==> config.mk <==
export PLATFORM = sky130hd
export DESIGN_NAME = mult_unit
export DESIGN_NICKNAME = d
export VERILOG_FILES = /design/src/rtl/mult_unit_pkg.sv /design/src/rtl/mult_step.sv /design/src/rtl/mult_unit.sv
export SDC_FILE = /design/constraint.sdc
export NUM_CORES = 1
export LEC_CHECK = 0
export ABC_CLOCK_PERIOD_IN_PS = 3400
export BUFFER_PORTS_ARGS = -buffer_cell sky130_fd_sc_hd__buf_2
export CAP_MARGIN = 20
export CELL_PAD_IN_SITES_DETAIL_PLACEMENT = 0
export CELL_PAD_IN_SITES_GLOBAL_PLACEMENT = 1
export CORE_MARGIN = 2
export CORE_UTILIZATION = 40
export CTS_CLUSTER_DIAMETER = 100
export DETAILED_ROUTE_END_ITERATION = 16
export HOLD_SLACK_MARGIN = 0.06
export PLACE_DENSITY_LB_ADDON = 0.05
export SETUP_SLACK_MARGIN = 0.2
export SYNTH_ARGS = -nofsm -noshare
export SYNTH_HDL_FRONTEND = slang
export SYNTH_HIERARCHICAL = 1
export SYNTH_SLANG_ARGS = --single-unit
==> constraint.sdc <==
create_clock -name CLK -period 3.4 [get_ports CLK]
set_input_delay 0.68 -clock CLK [delete_from_list [all_inputs] [get_ports CLK]]
set_output_delay 0.68 -clock CLK [all_outputs]
set_load 0.05 [all_outputs]
==> src/rtl/mult_unit_pkg.sv <==
// ============================================================================
//  Module      : mult_unit_pkg
//  Description : Shared CPU encodings: ALU operation codes, data width and
//                multiplier FSM states.
//  Revision    : 1.0
// ============================================================================
`default_nettype none

package mult_unit_pkg;

    localparam int DATA_WIDTH = 8;

    typedef enum logic [2:0] {
        ALUOP_FWD = 3'b000,
        ALUOP_ADD = 3'b001,
        ALUOP_AND = 3'b010,
        ALUOP_OR  = 3'b011,
        ALUOP_MUL = 3'b100
    } aluop_t;

    typedef enum logic [1:0] {
        MUL_IDLE   = 2'd0,
        MUL_RUN    = 2'd1,
        MUL_FINISH = 2'd2
    } mult_state_t;

endpackage

`default_nettype wire

==> src/rtl/mult_step.sv <==
// ============================================================================
//  Module      : mult_step
//  Description : One combinational radix-2 Booth step: add/subtract the
//                multiplicand, then arithmetic-shift {acc, mplier, qm1} right.
//  Revision    : 1.0
// ============================================================================
`default_nettype none

module mult_step #(
    parameter int WIDTH = 8
) (
    input  logic [WIDTH:0]   i_acc,
    input  logic [WIDTH-1:0] i_mplier,
    input  logic             i_qm1,
    input  logic [WIDTH-1:0] i_mcand,
    output logic [WIDTH:0]   o_acc,
    output logic [WIDTH-1:0] o_mplier,
    output logic             o_qm1
);

    // One guard bit on the accumulator keeps +/- of the most negative operand exact.
    logic [WIDTH:0] w_mcand_ext;
    logic [WIDTH:0] w_sum;

    assign w_mcand_ext = {i_mcand[WIDTH-1], i_mcand};

    always_comb begin
        w_sum = i_acc;
        case ({i_mplier[0], i_qm1})
            2'b01:   w_sum = i_acc + w_mcand_ext;
            2'b10:   w_sum = i_acc - w_mcand_ext;
            default: w_sum = i_acc;
        endcase
    end

    assign o_acc    = {w_sum[WIDTH], w_sum[WIDTH:1]};
    assign o_mplier = {w_sum[0], i_mplier[WIDTH-1:1]};
    assign o_qm1    = i_mplier[0];

endmodule

`default_nettype wire

==> src/rtl/mult_unit.sv <==
// ============================================================================
//  Module      : mult_unit
//  Description : Sequential signed WIDTHxWIDTH multiplier with pipeline stall
//                and one-cycle DONE pulse.
//  Revision    : 1.0
// ============================================================================
`default_nettype none

module mult_unit
    import mult_unit_pkg::*;
#(
    parameter int WIDTH = DATA_WIDTH
) (
    input  logic               CLK,
    input  logic               RESET,
    input  logic [2:0]         ALUOP,
    input  logic               START,
    input  logic [WIDTH-1:0]   DATA1,
    input  logic [WIDTH-1:0]   DATA2,
    output logic [WIDTH-1:0]   RESULT,
    output logic [2*WIDTH-1:0] PRODUCT,
    output logic               OVERFLOW,
    output logic               BUSY,
    output logic               DONE,
    output logic               STALL
);

    localparam int CNT_W = $clog2(WIDTH + 1);
    localparam logic [CNT_W-1:0] c_last = CNT_W'(WIDTH);

    mult_state_t        r_state;
    logic [CNT_W-1:0]   r_count;
    logic [WIDTH-1:0]   r_mcand;
    logic [WIDTH:0]     r_acc;
    logic [WIDTH-1:0]   r_mplier;
    logic               r_qm1;
    logic               r_busy;
    logic               r_done;
    logic [2*WIDTH-1:0] r_product;
    logic               r_overflow;

    logic               w_cmd;
    logic [WIDTH:0]     w_acc_next;
    logic [WIDTH-1:0]   w_mplier_next;
    logic               w_qm1_next;
    logic [2*WIDTH-1:0] w_prod;
    logic               w_ovf;

    assign w_cmd  = START && (ALUOP == ALUOP_MUL);
    assign w_prod = {r_acc[WIDTH-1:0], r_mplier};
    // Representable in WIDTH signed bits only if the top WIDTH+1 bits are a pure sign run.
    assign w_ovf  = ~((&w_prod[2*WIDTH-1:WIDTH-1]) | ~(|w_prod[2*WIDTH-1:WIDTH-1]));

    mult_step #(
        .WIDTH (WIDTH)
    ) u_step (
        .i_acc    (r_acc),
        .i_mplier (r_mplier),
        .i_qm1    (r_qm1),
        .i_mcand  (r_mcand),
        .o_acc    (w_acc_next),
        .o_mplier (w_mplier_next),
        .o_qm1    (w_qm1_next)
    );

    always_ff @(posedge CLK) begin
        if (!RESET) begin
            r_state    <= MUL_IDLE;
            r_count    <= '0;
            r_mcand    <= '0;
            r_acc      <= '0;
            r_mplier   <= '0;
            r_qm1      <= 1'b0;
            r_busy     <= 1'b0;
            r_done     <= 1'b0;
            r_product  <= '0;
            r_overflow <= 1'b0;
        end else begin
            r_done <= 1'b0;
            case (r_state)
                MUL_IDLE: begin
                    if (w_cmd) begin
                        r_mcand  <= DATA1;
                        r_mplier <= DATA2;
                        r_acc    <= '0;
                        r_qm1    <= 1'b0;
                        r_count  <= '0;
                        r_busy   <= 1'b1;
                        r_state  <= MUL_RUN;
                    end
                end
                MUL_RUN: begin
                    // WIDTH Booth steps, then one edge to publish the product.
                    if (r_count == c_last) begin
                        r_product  <= w_prod;
                        r_overflow <= w_ovf;
                        r_busy     <= 1'b0;
                        r_done     <= 1'b1;
                        r_state    <= MUL_FINISH;
                    end else begin
                        r_acc    <= w_acc_next;
                        r_mplier <= w_mplier_next;
                        r_qm1    <= w_qm1_next;
                        r_count  <= r_count + CNT_W'(1);
                    end
                end
                MUL_FINISH: r_state <= MUL_IDLE;
                default:    r_state <= MUL_IDLE;
            endcase
        end
    end

    assign RESULT   = r_product[WIDTH-1:0];
    assign PRODUCT  = r_product;
    assign OVERFLOW = r_overflow;
    assign BUSY     = r_busy;
    assign DONE     = r_done;
    assign STALL    = ((r_state == MUL_IDLE) && w_cmd) || ((r_state == MUL_RUN) && RESET);

endmodule

`default_nettype wire

# After elaboration in Yosys (flattened, before gate mapping)
# Index checks and enable logic that the tools add are counted.
# word_totals
wordCells,58
out_inout_bits,28
inputBits,22
reg_bits,51
# op_classes
eq_ne,8
add_sub_neg,3
n_bitwise,3
mux,20
n_reduce_logical,14
# op_table
cell,n
case mux 9 bit (2 select lines),2
two-way mux 9 bit,2
two-way mux 8 bit,2
case mux 8 bit (2 select lines),1
adder 9 bit,1
AND reduction 9 bit,1
OR reduction 9 bit,1
subtractor 9 bit,1
two-way mux 4 bit,2
case mux 4 bit (2 select lines),1
AND reduction 2 bit,4
"!= test 2 bit, second input constant",3
AND reduction 3 bit,2
two-way mux 1 bit,5
"adder 4 x 1 -> 4 bit, second input constant",1
"equality test 2 x 1 -> 1 bit, second input constant",2
"equality test 4 bit, second input constant",1
two-way mux 2 bit,2
case mux 1 bit (2 select lines),2
case mux 2 bit (2 select lines),1
"equality test 3 bit, second input constant",1
logical AND 1 bit,3
"equality test 2 bit, second input constant",1
logical NOT 2 bit,1
other kinds (4),5

# Logic depth before layout (Yosys ltp)
# Gate-level depths: netlist of run 1.
# logic_depth
word_depth,4
ltp_mapped,12
depth_no_buf,11

# Hierarchy
# Netlist of run 1, hierarchy kept.
# by_module_without_submodules
mod,area_per_inst_um2,instances,seq_area_each_um2,cells_each
mult_unit,1898.1,1,1021.0,176
mult_step,818.3,1,0.0,112

# Least setup slack after synthesis of run 1
# No wires, ideal clock.
# synth_path
path_kind,register to register
start,register r_mcand[3]
end,register r_acc[8]
arrival_ns,2.486
path_stages_with_launch,12
setup_ns,0.117
path_buffers,1
slack_ns,0.797
synth_period_minus_slack_ns,2.603
t_required_ns,3.283
path_cell_list,dfxtp_1 nor3_4 and3_2 nor2_1 xnor2_1 ha_1 or2_2 a21o_1 o211a_1 or3_1 buf_4 a22o_1
# synth_via
elab_chain_len,4
word_cells_on_any_way,5
classes_between,2 x add/sub; 3 x mux
# synth_rtl
element,line_no,text
from (decl),mult_unit.sv:33,logic [WIDTH-1:0] r_mcand;
from (signal assigned),mult_unit.sv:70,r_mcand <= '0;
from (signal assigned),mult_unit.sv:83,r_mcand <= DATA1;
subtractor 9 bit / adder 9 bit (equally long branches),"mult_step.sv:31, mult_step.sv:30",
case mux 9 bit (2 select lines) *,mult_step.sv:29,"case ({i_mplier[0], i_qm1})"
via w_acc_next[7],mult_unit.sv:43,logic [WIDTH:0] w_acc_next;
two-way mux 9 bit *,mult_unit.sv:94,if (r_count == c_last) begin
case mux 9 bit (2 select lines) *,mult_unit.sv:80,case (r_state)
to (signal assigned),mult_unit.sv:101,r_acc <= w_acc_next;
to (decl),mult_unit.sv:34,logic [WIDTH:0] r_acc;
# Mark *: on every way through the listed nets, which the timed path passes. The rest lies on a longest branch. The select of a mux whose other input is x is not followed.
# A chain may end at the register's enable or synchronous reset.

# Worst setup path after layout of run 1
# layout_path
start,register r_mplier[0]
end,register r_acc[8]
# layout_via
elab_chain_len,4
word_cells_on_any_way,5
classes_between,2 x eq/ne; 3 x mux
# layout_rtl
element,line_no,text
from (decl),mult_unit.sv:35,logic [WIDTH-1:0] r_mplier;
from (signal assigned),mult_unit.sv:102,r_mplier <= w_mplier_next;
equality test 2 bit / equality test 2 x 1 -> 1 bit (equally long branches),mult_step.sv:29,
case mux 9 bit (2 select lines) *,mult_step.sv:29,
via w_acc_next[7],mult_unit.sv:43,
two-way mux 9 bit *,mult_unit.sv:94,
case mux 9 bit (2 select lines) *,mult_unit.sv:80,
# Marks and branches as above.

==> results of run 1 <==
through the flow:
stage          cell area [sq um]  setup slack [ps]  hold WS [ps]  util [%]
5_1_grt                     2980               313           508      44.6
3_3_place_gp                2880               639           460      43.1
2_1_floorplan               2720               797           449         -
6_report                    2980               586           480      44.6
3_5_place_dp                2880               565           463      43.1
4_1_cts                     2980               544           488      44.6
logic make-up after synthesis:
group | Yosys count | share of synthesized area, %
AOI/OAI and AO/OA | 81 | 23.5
and+or+nand+nor | 81 | 15.9
DFF | 51 | 37.6
buffers and inverters | 40 | 8.71
adders and majority gates | 13 | 6.26
muxes | 12 | 4.51
xor gates and xnor gates | 10 | 3.50
power groups by stage:
stage | Sequential (uW) | Combinational, uW | Clock, uW
2_1_floorplan | 626 | 118 | 0
3_3_place_gp | 626 | 149 | 0
3_5_place_dp | 626 | 149 | 0
4_1_cts | 612 | 150 | 393
5_1_grt | 614 | 166 | 414
6_report | 612 | 148 | 376
cell type report:
type,count,area share [%]
clock buffer,6,2.77
clock inverter,2,0.546
multi-input combinational,197,49.0
sequential,51,34.3
inverter,11,1.39
timing repair buffer,51,8.73
tap,80,3.36
how the worst max path moves through the flow:
stage / start / endpoint / slack (ps) / depth (start not counted)
after floorplan: r_mcand[3]$_SDFFE_PN0P_ / r_acc[8]$_SDFFE_PN0P_ / 800 / 11
after global placement: r_mplier[0]$_SDFFE_PN0P_ / r_acc[7]$_SDFFE_PN0P_ / 640 / 8
after detailed placement: r_mplier[0]$_SDFFE_PN0P_ / r_acc[8]$_SDFFE_PN0P_ / 560 / 8
after CTS: r_mplier[0]$_SDFFE_PN0P_ / r_acc[8]$_SDFFE_PN0P_ / 540 / 8
after global routing: r_mplier[0]$_SDFFE_PN0P_ / r_acc[8]$_SDFFE_PN0P_ / 310 / 8
final: r_mplier[0]$_SDFFE_PN0P_ / r_acc[8]$_SDFFE_PN0P_ / 590 / 8
state kept, by name (all words and copies together) (netlist names):
| name | cells |
|---|---|
| OVERFLOW | 1 |
| r_count | 4 |
| r_state | 2 |
| r_qm1 | 1 |
| r_acc | 9 |
| PRODUCT | 16 |
| r_mplier | 8 |
| BUSY | 1 |
| DONE | 1 |
| r_mcand | 8 |
metal layers:
metal / GRT usage [%] / vias to the layer above / wire (um)
li1: - / 1095 / -
met1: 22.0 / 959 / 2780
met2: 25.4 / 42 / 2650
met3: 3.24 / 5 / 229
met4: 5.54 / 0 / 76
met5: 0 / - / 0
cell usage after synthesis (2+ instances only):
| library cell | instances |
|---|---|
| nor4_1 | 2 |
| nand2_1 | 32 |
| or4_1 | 2 |
| a21oi_1 | 14 |
| or3_1 | 2 |
| a21o_1 | 2 |
| a211oi_1 | 2 |
| nor2_1 | 13 |
| ha_1 | 12 |
| buf_4 | 19 |
| o2bb2ai_1 | 8 |
| xor2_1 | 2 |
| o21ai_1 | 2 |
| nor3b_1 | 3 |
| mux2i_1 | 10 |
| a22o_1 | 28 |
| buf_2 | 6 |
| a31oi_1 | 2 |
| o31ai_1 | 2 |
| inv_1 | 11 |
| clkbuf_1 | 3 |
| nand3_1 | 4 |
| o21a_1 | 2 |
| mux2_2 | 2 |
| dfxtp_1 | 51 |
| nand3b_1 | 2 |
| o21ai_0 | 5 |
| nor3_1 | 7 |
| xnor2_1 | 7 |
| nand2b_1 | 2 |
layout by cell type (no fill, tap or decap), types with 3 or more instances in the layout:
| cell type | Yosys | layout |
|---|---|---|
| mux2i_1 | 10 | 10 |
| xnor2_1 | 7 | 7 |
| nand2_1 | 32 | 32 |
| inv_1 | 11 | 11 |
| clkbuf_8 | 0 | 6 |
| nor3_1 | 7 | 7 |
| nor3b_1 | 3 | 3 |
| ha_1 | 12 | 12 |
| buf_2 | 6 | 49 |
| o21ai_0 | 5 | 5 |
| a22o_1 | 28 | 28 |
| dfxtp_1 | 51 | 51 |
| o2bb2ai_1 | 8 | 8 |
| a21oi_1 | 14 | 14 |
| nand3_1 | 4 | 4 |
| nor2_1 | 13 | 13 |
worst register-to-register path: cells and delay by family (launching register included):
| family | cells | cell delay (ps) |
|---|---|---|
| compound gates | 4 | 840 |
| fa+ha+maj | 2 | 890 |
| flops | 1 | 400 |
| mux | 1 | 200 |
| simple gates | 1 | 390 |
==> results.py, run 1 <==
metrics = {
    "place": {
        "gp_congestion": 0.800,
        "post-dp-hpwl_mm": 4.29,
        "place_inst": 390,
        "io_buffers": 49,
    },
    "worst_setup_path": {
        "crit_path_end_kind": "flop",
        "critPathRequiredTime_ps": 3610,
        "r2r_cells": 8,
        "crit_path_cell_trace": "ha_1, mux2i_1, fa_1, a211oi_1, o21ai_0, o211a_1, or3_1, a22o_1",
        "critPathKind": "flop to flop",
        "critPathSlowestCell": "fa_1",
        "critPathLaunchType": "flop",
        "path_max_fanout": 8,
        "r2r-end": "r_acc[8]$_SDFFE_PN0P_",
        "crit_buf_inv": 0,
        "max_stage_delay_ps": 470,
        "cp_top_family": "adder cells",
        "r2r_slack_ps": 590,
        "timing.rr.start": "r_mplier[0]$_SDFFE_PN0P_",
        "arrival_ps": 3020,
    },
    "pwr": {
        "p_int_uw": 835,
        "p_leak_uw": 0.00123,
        "power.share.switching_pct": 26.5,
        "p_sw_uw": 301,
        "p_comb_share_pct": 13.0,
        "power_density_mw_per_mm2": 381,
        "pwr-share-seq_pct": 53.9,
        "worst_ir_drop_vdd_v": 0.000151,
        "power.total_uw": 1140,
        "p_clk_share_pct": 33.1,
    },
    "timing": {
        "hold_viol": 0,
        "tns_ps": 0,
        "fin_crit_sh_pct": 82.8,
        "relSlewSlack_pct": 39.9,
        "setup_viol": 0,
        "grt_setup_unrepaired": "no",
        "maxSlewViolCount": 0,
        "finClkSkew_ps": 12.2,
        "fin_crit_ps": 2810,
        "worst_slew_pin_slew_ps": 898,
        "clock.fmax_mhz": 355,
    },
    "clock_network": {
        "root_buffer": "clkbuf_8",
        "cts.sinks": 51,
        "clk_pin_slew_worst_paths_ps": 100,
        "ctsResizeCount": 0,
        "cts_setup_buffers": 0,
        "ctsHoldBuffers": 0,
        "clock_path_buffers": 2,
        "cts_tree": "built",
        "cts_made_buffers": 5,
        "htree_levels": 2,
        "clock_latency_ps": 310,
    },
    "floorplan": {
        "die_h_um": 86.4,
        "rows": 30,
        "die_area_sq_mm": 0.00747,
        "start_util_pct": 40.7,
        "die_w_um": 86.4,
        "pin_count": 50,
        "core_area_sq_mm": 0.00668,
    },
    "detailed_routing": {
        "ant_nets": 0,
        "drc": 0,
        "dr.pass1.iters": 4,
        "viasPerCell": 5.28,
        "drt_iter0_drc": 92,
        "wl_per_cell_um": 14.4,
        "num_vias": 2101,
        "drt_wl_total_mm": 5.74,
    },
    "logic_synthesis": {
        "synth_top_area_cell": "dfxtp_1",
        "syn_nets": 323,
        "ys_top_cells_by_area": "dfxtp_1 38%, a22o_1 9.0%, ha_1 5.5%, buf_4 5.3%, nand2_1 4.4%",
        "synth_cells": 288,
        "ys.flop_type": "dfxtp_1",
        "async_reset_ff_share_pct": 0,
        "synth_top_area_share_pct": 37.6,
        "yosysUniqueCellTypes": 59,
        "syn_area_per_cell_sq_um": 9.43,
        "synth_edf_count": 0,
        "synth_warnings": 6,
        "ys_ff_latch": 51,
        "synth_area_sq_mm": 0.00272,
        "yosysSeqAreaShare_pct": 37.6,
    },
    "cells_and_area": {
        "multiInputGateArea_sq_mm": 0.00146,
        "final_cells": 398,
        "final_layout_size_suffix_gt1_share_pct": 23.0,
        "nNetsFinal": 352,
        "regArea_sq_mm": 0.00102,
        "fill_cells": 661,
        "syn_to_final_growth_pct": 9.72,
        "diodes": 0,
    },
    "run_status": {
        "status": "finished, final reports clean",
    },
    "global_routing": {
        "grt_max_degree": 23,
        "grt_overflow": 0,
        "grt_pass1_vias": 1891,
        "grt_use_total_pct": 16.1,
        "grt_pass1_wl_mm": 9.48,
        "antenna_found_initial": 0,
    },
    "hold_path": {
        "min_from": "BUSY$_SDFFE_PN0P_",
        "hp-class": "flop to flop",
        "hold_depth": 1,
        "holdPathEnd": "BUSY$_SDFFE_PN0P_",
    },
    "run": {
        "maxCapViolations": 0,
    },
}
Note: power is estimated with default switching activity, not from simulation.
==> run 2, diff against run 1 <==
--- a/config.mk
+++ b/config.mk
@@ -5,7 +5,7 @@
 export SDC_FILE = /design/constraint.sdc
 export NUM_CORES = 1
 export LEC_CHECK = 0
-export ABC_CLOCK_PERIOD_IN_PS = 3400
+export ABC_CLOCK_PERIOD_IN_PS = 2800
 export BUFFER_PORTS_ARGS = -buffer_cell sky130_fd_sc_hd__buf_2
 export CAP_MARGIN = 20
 export CELL_PAD_IN_SITES_DETAIL_PLACEMENT = 0
==> constraint.sdc (replaced) <==
create_clock -name CLK -period 2.8 [get_ports CLK]
set_input_delay 0.56 -clock CLK [delete_from_list [all_inputs] [get_ports CLK]]
set_output_delay 0.56 -clock CLK [all_outputs]
set_load 0.05 [all_outputs]
==> run 2 against run 1 <==
Die area stayed put. Largest power group unchanged. Non-clock buffer count rose by 14. Critical path type unchanged. Sequential share of layout area is 1.6 points lower. Count of clock-buffer cells in the layout decreased by 1.
==> results.py, run 2 (synthesis gave the netlist of run 1 again) <==
metrics = {
    "detailed_routing": {
        "num_vias": 2164,
        "dr.pass1.iters": 4,
        "drt_iter0_drc": 98,
        "ant_nets": 0,
        "drc": 0,
        "wl_per_cell_um": 14.5,
        "drt_wl_total_mm": 5.99,
        "viasPerCell": 5.25,
    },
    "worst_setup_path": {
        "cp_top_family": "simple AND/OR/NAND/NOR gates",
        "critPathSlowestCell": "or3_4",
        "path_max_fanout": 3,
        "critPathLaunchType": "flop",
        "arrival_ps": 2720,
        "crit_path_cell_trace": "nor3_4, and3_4, nor2_1, xnor2_1, ha_1, or2_2, a21o_1, o211a_1, or3_4, a22o_1",
        "critPathKind": "flop to flop",
        "crit_path_end_kind": "flop",
        "critPathRequiredTime_ps": 3000,
        "max_stage_delay_ps": 390,
        "crit_buf_inv": 0,
    },
    "floorplan": {
        "start_util_pct": 40.7,
        "die_w_um": 86.4,
        "die_h_um": 86.4,
        "rows": 30,
        "die_area_sq_mm": 0.00747,
        "core_area_sq_mm": 0.00668,
        "pin_count": 50,
    },
    "global_routing": {
        "grt_max_degree": 21,
        "grt_use_total_pct": 16.8,
        "grt_pass1_wl_mm": 10.1,
        "antenna_found_initial": 0,
        "grt_pass1_vias": 2095,
        "grt_overflow": 0,
    },
    "pwr": {
        "power_density_mw_per_mm2": 462,
        "p_leak_uw": 0.00131,
        "worst_ir_drop_vdd_v": 0.000188,
    },
    "clock_network": {
        "cts_tree": "built",
        "root_buffer": "clkbuf_8",
        "htree_levels": 2,
        "cts_made_buffers": 5,
        "ctsHoldBuffers": 0,
        "clk_pin_slew_worst_paths_ps": 90,
        "cts.sinks": 51,
        "clock_latency_ps": 300,
        "clock_path_buffers": 2,
    },
    "place": {
        "io_buffers": 49,
        "gp_congestion": 0.799,
        "post-dp-hpwl_mm": 4.26,
        "dp_slack_ps": 134,
        "dpl_cell_area_sq_mm": 0.00292,
    },
    "timing": {
        "worst_slew_pin_slew_ps": 899,
        "relSlewSlack_pct": 39.8,
        "maxSlewViolCount": 0,
        "setup_ws_ps": 278,
        "finClkSkew_ps": 6.05,
        "fin_crit_ps": 2520,
        "grt_setup_unrepaired": "no",
        "holdWs_ps": 483,
        "setup_viol": 0,
        "clock.fmax_mhz": 397,
        "tns_ps": 0,
        "hold_viol": 0,
        "fin_crit_sh_pct": 90.1,
    },
    "run": {
        "maxCapViolations": 0,
    },
    "cells_and_area": {
        "final_layout_size_suffix_gt1_share_pct": 31.0,
        "fill_cells": 666,
        "syn_to_final_growth_pct": 16.4,
        "layout_commonest_cell": "buf_2",
        "post-route-cell-area_sq_mm": 0.00316,
        "largest_register_ffs": 16,
        "layout_common_cells": "49 x buf_2, 46 x dfxtp_1, 32 x nand2_1",
        "diodes": 0,
        "postLayoutCoreUtil_pct": 47.3,
        "nNetsFinal": 366,
    },
    "run_status": {
        "status": "finished, final reports clean",
    },
    "hold_path": {
        "hp-class": "input pin to flop",
    },
}
run 2: cell types whose count changed in the layout (fill, tap and decap cells not counted), moves of 2 or more:
| cell | change |
|---|---|
| buf_4 | +14 |
| dfxtp_1 | -5 |
| dfxtp_2 | +3 |
| dfxtp_4 | +2 |
| ha_1 | -5 |
| ha_2 | +4 |
| o21ai_0 | -2 |
run 2: where the power goes:
group,switching (uW),internal (uW)
Clock,248,266
Sequential,9.26,733
Combinational,109,96.6
Total,366,1100
run 2: routing by layer:
layer,vias to the layer above,global-route usage (%),wire (um)
met4,0,3.84,48
met5,-,0,0
met1,994,22.7,2910
li1,1123,-,-
met2,42,28.1,2810
met3,5,2.95,216
run 2: what timing repair did:
item,in CTS,in global routing
resized for setup,4,17
buffers inserted,2,7
pin swaps,3,10
endpoints found under the setup margin,2,5
run 2: final timing paths:
kind	from	endpoint	slack [ps]	cells after the start
max	r_mcand[2]$_SDFFE_PN0P_	r_acc[8]$_SDFFE_PN0P_	280	10
min reg2reg	BUSY$_SDFFE_PN0P_	BUSY$_SDFFE_PN0P_	490	1
max reg2reg	r_mcand[2]$_SDFFE_PN0P_	r_acc[8]$_SDFFE_PN0P_	280	10
min	DATA1[4]	r_mcand[4]$_SDFFE_PN0P_	480	3
run 2: worst min-delay path: cells and delay by family:
| kind | cells | cell delay (ps) |
|---|---|---|
| simple gates | 1 | 40 |
| buf+inv | 1 | 90 |
| compound gates | 1 | 50 |
run 2: area by class of cell:
class | instances | area (sq um) | share of cell area, %
Timing Repair Buffer | 65 | 365 | 11.6
Clock buffer | 5 | 68.8 | 2.18
Multi-Input combinational cell | 197 | 1510 | 47.8
Tap cell | 80 | 100 | 3.16
Sequential cell | 51 | 1030 | 32.6
Clock inverter | 3 | 43.8 | 1.38
Inverter | 11 | 41.3 | 1.31
run 2: stage by stage:
stage	power, uW	std cells
after detailed placement	944	395
after CTS	1460	405
after global routing	1540	412
after floorplan	903	288
after global placement	945	395
final	1460	412
==> run 3, diff against run 2 <==
--- a/config.mk
+++ b/config.mk
@@ -5,6 +5,7 @@
 export SDC_FILE = /design/constraint.sdc
 export NUM_CORES = 1
 export LEC_CHECK = 0
+export ABC_AREA = 1
 export ABC_CLOCK_PERIOD_IN_PS = 2800
 export BUFFER_PORTS_ARGS = -buffer_cell sky130_fd_sc_hd__buf_2
 export CAP_MARGIN = 20
==> run 3 against run 2 <==
Global-route usage is 0.42 points lower. Cell area is 3.1% higher. Worst hold slack worse by 35 ps. Core utilization is 2.1 points lower. Synthesized area is 9.3% higher. Cell count is 35% higher. Critical endpoint is now r_acc[7]$_SDFFE_PN0P_.
==> results.py, run 3 <==
metrics = {
    "timing": {
        "maxSlewViolCount": 0,
        "hold_viol": 0,
        "tns_ps": 0,
        "finClkSkew_ps": 14.2,
        "grt_setup_unrepaired": "no",
        "fin_crit_sh_pct": 84.4,
        "relSlewSlack_pct": 62.6,
        "clock.fmax_mhz": 423,
        "setup_viol": 0,
        "worst_slew_pin_slew_ps": 560,
        "fin_crit_ps": 2360,
    },
    "detailed_routing": {
        "ant_nets": 0,
        "wl_per_cell_um": 11.8,
        "num_vias": 2567,
        "viasPerCell": 4.62,
        "drt_wl_total_mm": 6.59,
        "dr.pass1.iters": 7,
        "drt_iter0_drc": 67,
        "drc": 0,
    },
    "pwr": {
        "worst_ir_drop_vdd_v": 0.000293,
        "p_int_uw": 1090,
        "p_sw_uw": 412,
        "p_comb_share_pct": 15.1,
        "p_clk_share_pct": 35.3,
        "p_leak_uw": 0.00162,
        "pwr-share-seq_pct": 49.6,
        "power.total_uw": 1500,
        "power.share.switching_pct": 27.5,
        "power_density_mw_per_mm2": 460,
    },
    "worst_setup_path": {
        "critPathLaunchType": "flop",
        "critPathRequiredTime_ps": 3000,
        "timing.rr.start": "r_mplier[0]$_SDFFE_PN0P_",
        "arrival_ps": 2570,
        "path_common_cell": "nand2_1",
        "critPathKind": "flop to flop",
        "max_stage_delay_ps": 400,
        "path_max_fanout": 7,
        "crit_path_end_kind": "flop",
        "r2r-end": "r_acc[7]$_SDFFE_PN0P_",
        "critPathSlowestCell": "dfxtp_1",
        "crit_path_cell_trace": "ha_1, inv_2, nand2_1, xor2_1, inv_1, ha_1, or2_4, nand3_2, nand2_1, nand2_1, nand3_1, nand2_1, nand2_1, nand3_1, nand2_1",
        "r2r_slack_ps": 440,
        "r2r_cells": 15,
    },
    "hold_path": {
        "min_from": "PRODUCT[11]$_SDFFE_PN0P_",
        "hold_depth": 2,
        "holdPathEnd": "PRODUCT[11]$_SDFFE_PN0P_",
        "hp-class": "flop to flop",
    },
    "cells_and_area": {
        "syn_to_final_growth_pct": 9.82,
        "final_layout_size_suffix_gt1_share_pct": 21.2,
        "fill_cells": 816,
        "final_cells": 556,
        "nNetsFinal": 491,
        "largest_register_ffs": 16,
        "diodes": 0,
        "layout_common_cells": "168 x nand2_1, 51 x dfxtp_1, 49 x buf_2",
        "layout_commonest_cell": "nand2_1",
        "post-route-cell-area_sq_mm": 0.00326,
    },
    "logic_synthesis": {
        "yosysUniqueCellTypes": 34,
        "synthTopCellsByCount": "168 x nand2_1, 51 x dfxtp_1, 34 x nand3_1",
        "ys_top_cells_by_area": "dfxtp_1 34%, nand2_1 21%, nand3_1 5.7%, ha_1 5.1%, buf_4 4.8%",
        "synth_cells": 428,
        "async_reset_ff_share_pct": 0,
        "ys_ff_latch": 51,
        "synth_top_area_cell": "dfxtp_1",
        "ys.flop_type": "dfxtp_1",
        "synth_area_sq_mm": 0.00297,
        "yosysMostFrequentCell": "nand2_1",
        "syn_nets": 463,
        "synth_edf_count": 0,
        "synth_warnings": 6,
        "yosysSeqAreaShare_pct": 34.4,
        "synth_top_area_share_pct": 34.4,
        "syn_area_per_cell_sq_um": 6.94,
    },
    "global_routing": {
        "grt_pass1_wl_mm": 11.1,
        "antenna_found_initial": 0,
        "grt_max_degree": 24,
        "grt_pass1_vias": 2402,
        "grt_use_total_pct": 16.4,
        "grt_overflow": 0,
    },
    "place": {
        "post-dp-hpwl_mm": 4.81,
        "place_inst": 548,
        "gp_congestion": 0.804,
        "io_buffers": 49,
        "dpl_cell_area_sq_mm": 0.00313,
    },
    "floorplan": {
        "die_h_um": 90.2,
        "pin_count": 50,
        "core_area_sq_mm": 0.00721,
        "rows": 31,
        "start_util_pct": 41.2,
        "die_area_sq_mm": 0.00813,
        "die_w_um": 90.2,
    },
    "clock_network": {
        "root_buffer": "clkbuf_8",
        "cts_made_buffers": 5,
        "ctsResizeCount": 0,
        "cts_tree": "built",
        "cts.sinks": 51,
        "ctsHoldBuffers": 0,
        "cts_setup_buffers": 0,
        "clock_latency_ps": 310,
        "clock_path_buffers": 2,
        "htree_levels": 2,
        "clk_pin_slew_worst_paths_ps": 110,
    },
    "run_status": {
        "status": "finished, final reports clean",
    },
    "run": {
        "maxCapViolations": 0,
    },
}
## run 3: critical path, delay by kind of cell (launching register included)
| family | cells | cell delay, ps |
|---|---|---|
| AND/OR/NAND/NOR | 10 | 930 |
| adder cells (fa/ha/maj) | 2 | 590 |
| buffers and inverters | 2 | 160 |
| XOR/XNOR | 1 | 180 |
| flip-flops | 1 | 400 |
## run 3: kinds of logic after synthesis
| group | synth area share, % |
|---|---|
| xor+xnor | 1.77 |
| fa+ha+maj | 5.73 |
| compound gates | 6.70 |
| simple gates | 39.5 |
| buf+inv | 11.9 |
| flops | 34.4 |
## run 3: layer usage
metal / routed length, um / vias to the layer above / track usage, %
li1: - / 1391 / -
met1: 3250 / 1132 / 21.5
met2: 3110 / 38 / 28.4
met3: 174 / 6 / 2.77
met4: 53 / 0 / 3.46
met5: 0 / - / 0
## run 3: how the worst max path moves through the flow
stage	from	endpoint	slack (ps)	cells after the start
finish	r_mplier[0]$_SDFFE_PN0P_	r_acc[7]$_SDFFE_PN0P_	440	15
global route	r_mplier[0]$_SDFFE_PN0P_	r_acc[8]$_SDFFE_PN0P_	240	15
detailed placement	r_mplier[0]$_SDFFE_PN0P_	r_acc[8]$_SDFFE_PN0P_	380	15
global placement	r_mplier[0]$_SDFFE_PN0P_	r_acc[7]$_SDFFE_PN0P_	420	15
CTS	r_qm1$_SDFFE_PN0P_	r_acc[7]$_SDFFE_PN0P_	360	16
floorplan	r_mcand[0]$_SDFFE_PN0P_	r_acc[8]$_SDFFE_PN0P_	440	20
## run 3: cell type report
class	count	area [sq um]	area share [%]
timing repair buffer	50	253	7.75
clock inverter	3	47.5	1.46
tap	99	124	3.80
sequential	51	1020	31.3
multi-input combinational	311	1610	49.3
clock buffer	5	68.8	2.11
inverter	37	139	4.26
## run 3: power groups by stage
| stage | sequential [uW] | clock [uW] | combinational [uW] |
|---|---|---|---|
| 2_1_floorplan | 761 | 0 | 185 |
| 3_3_place_gp | 761 | 0 | 225 |
| 3_5_place_dp | 762 | 0 | 225 |
| 4_1_cts | 745 | 549 | 226 |
| 5_1_grt | 747 | 578 | 254 |
| 6_report | 745 | 530 | 227 |
## run 3: through the flow
step                      hold slack [ps]  util, %  setup WS (ps)
after floorplan                       431        -            435
after global placement                424     43.4            417
after detailed placement              428     43.4            380
after CTS                             452     45.0            355
after global routing                  473     45.2            243
final                                 448     45.2            436
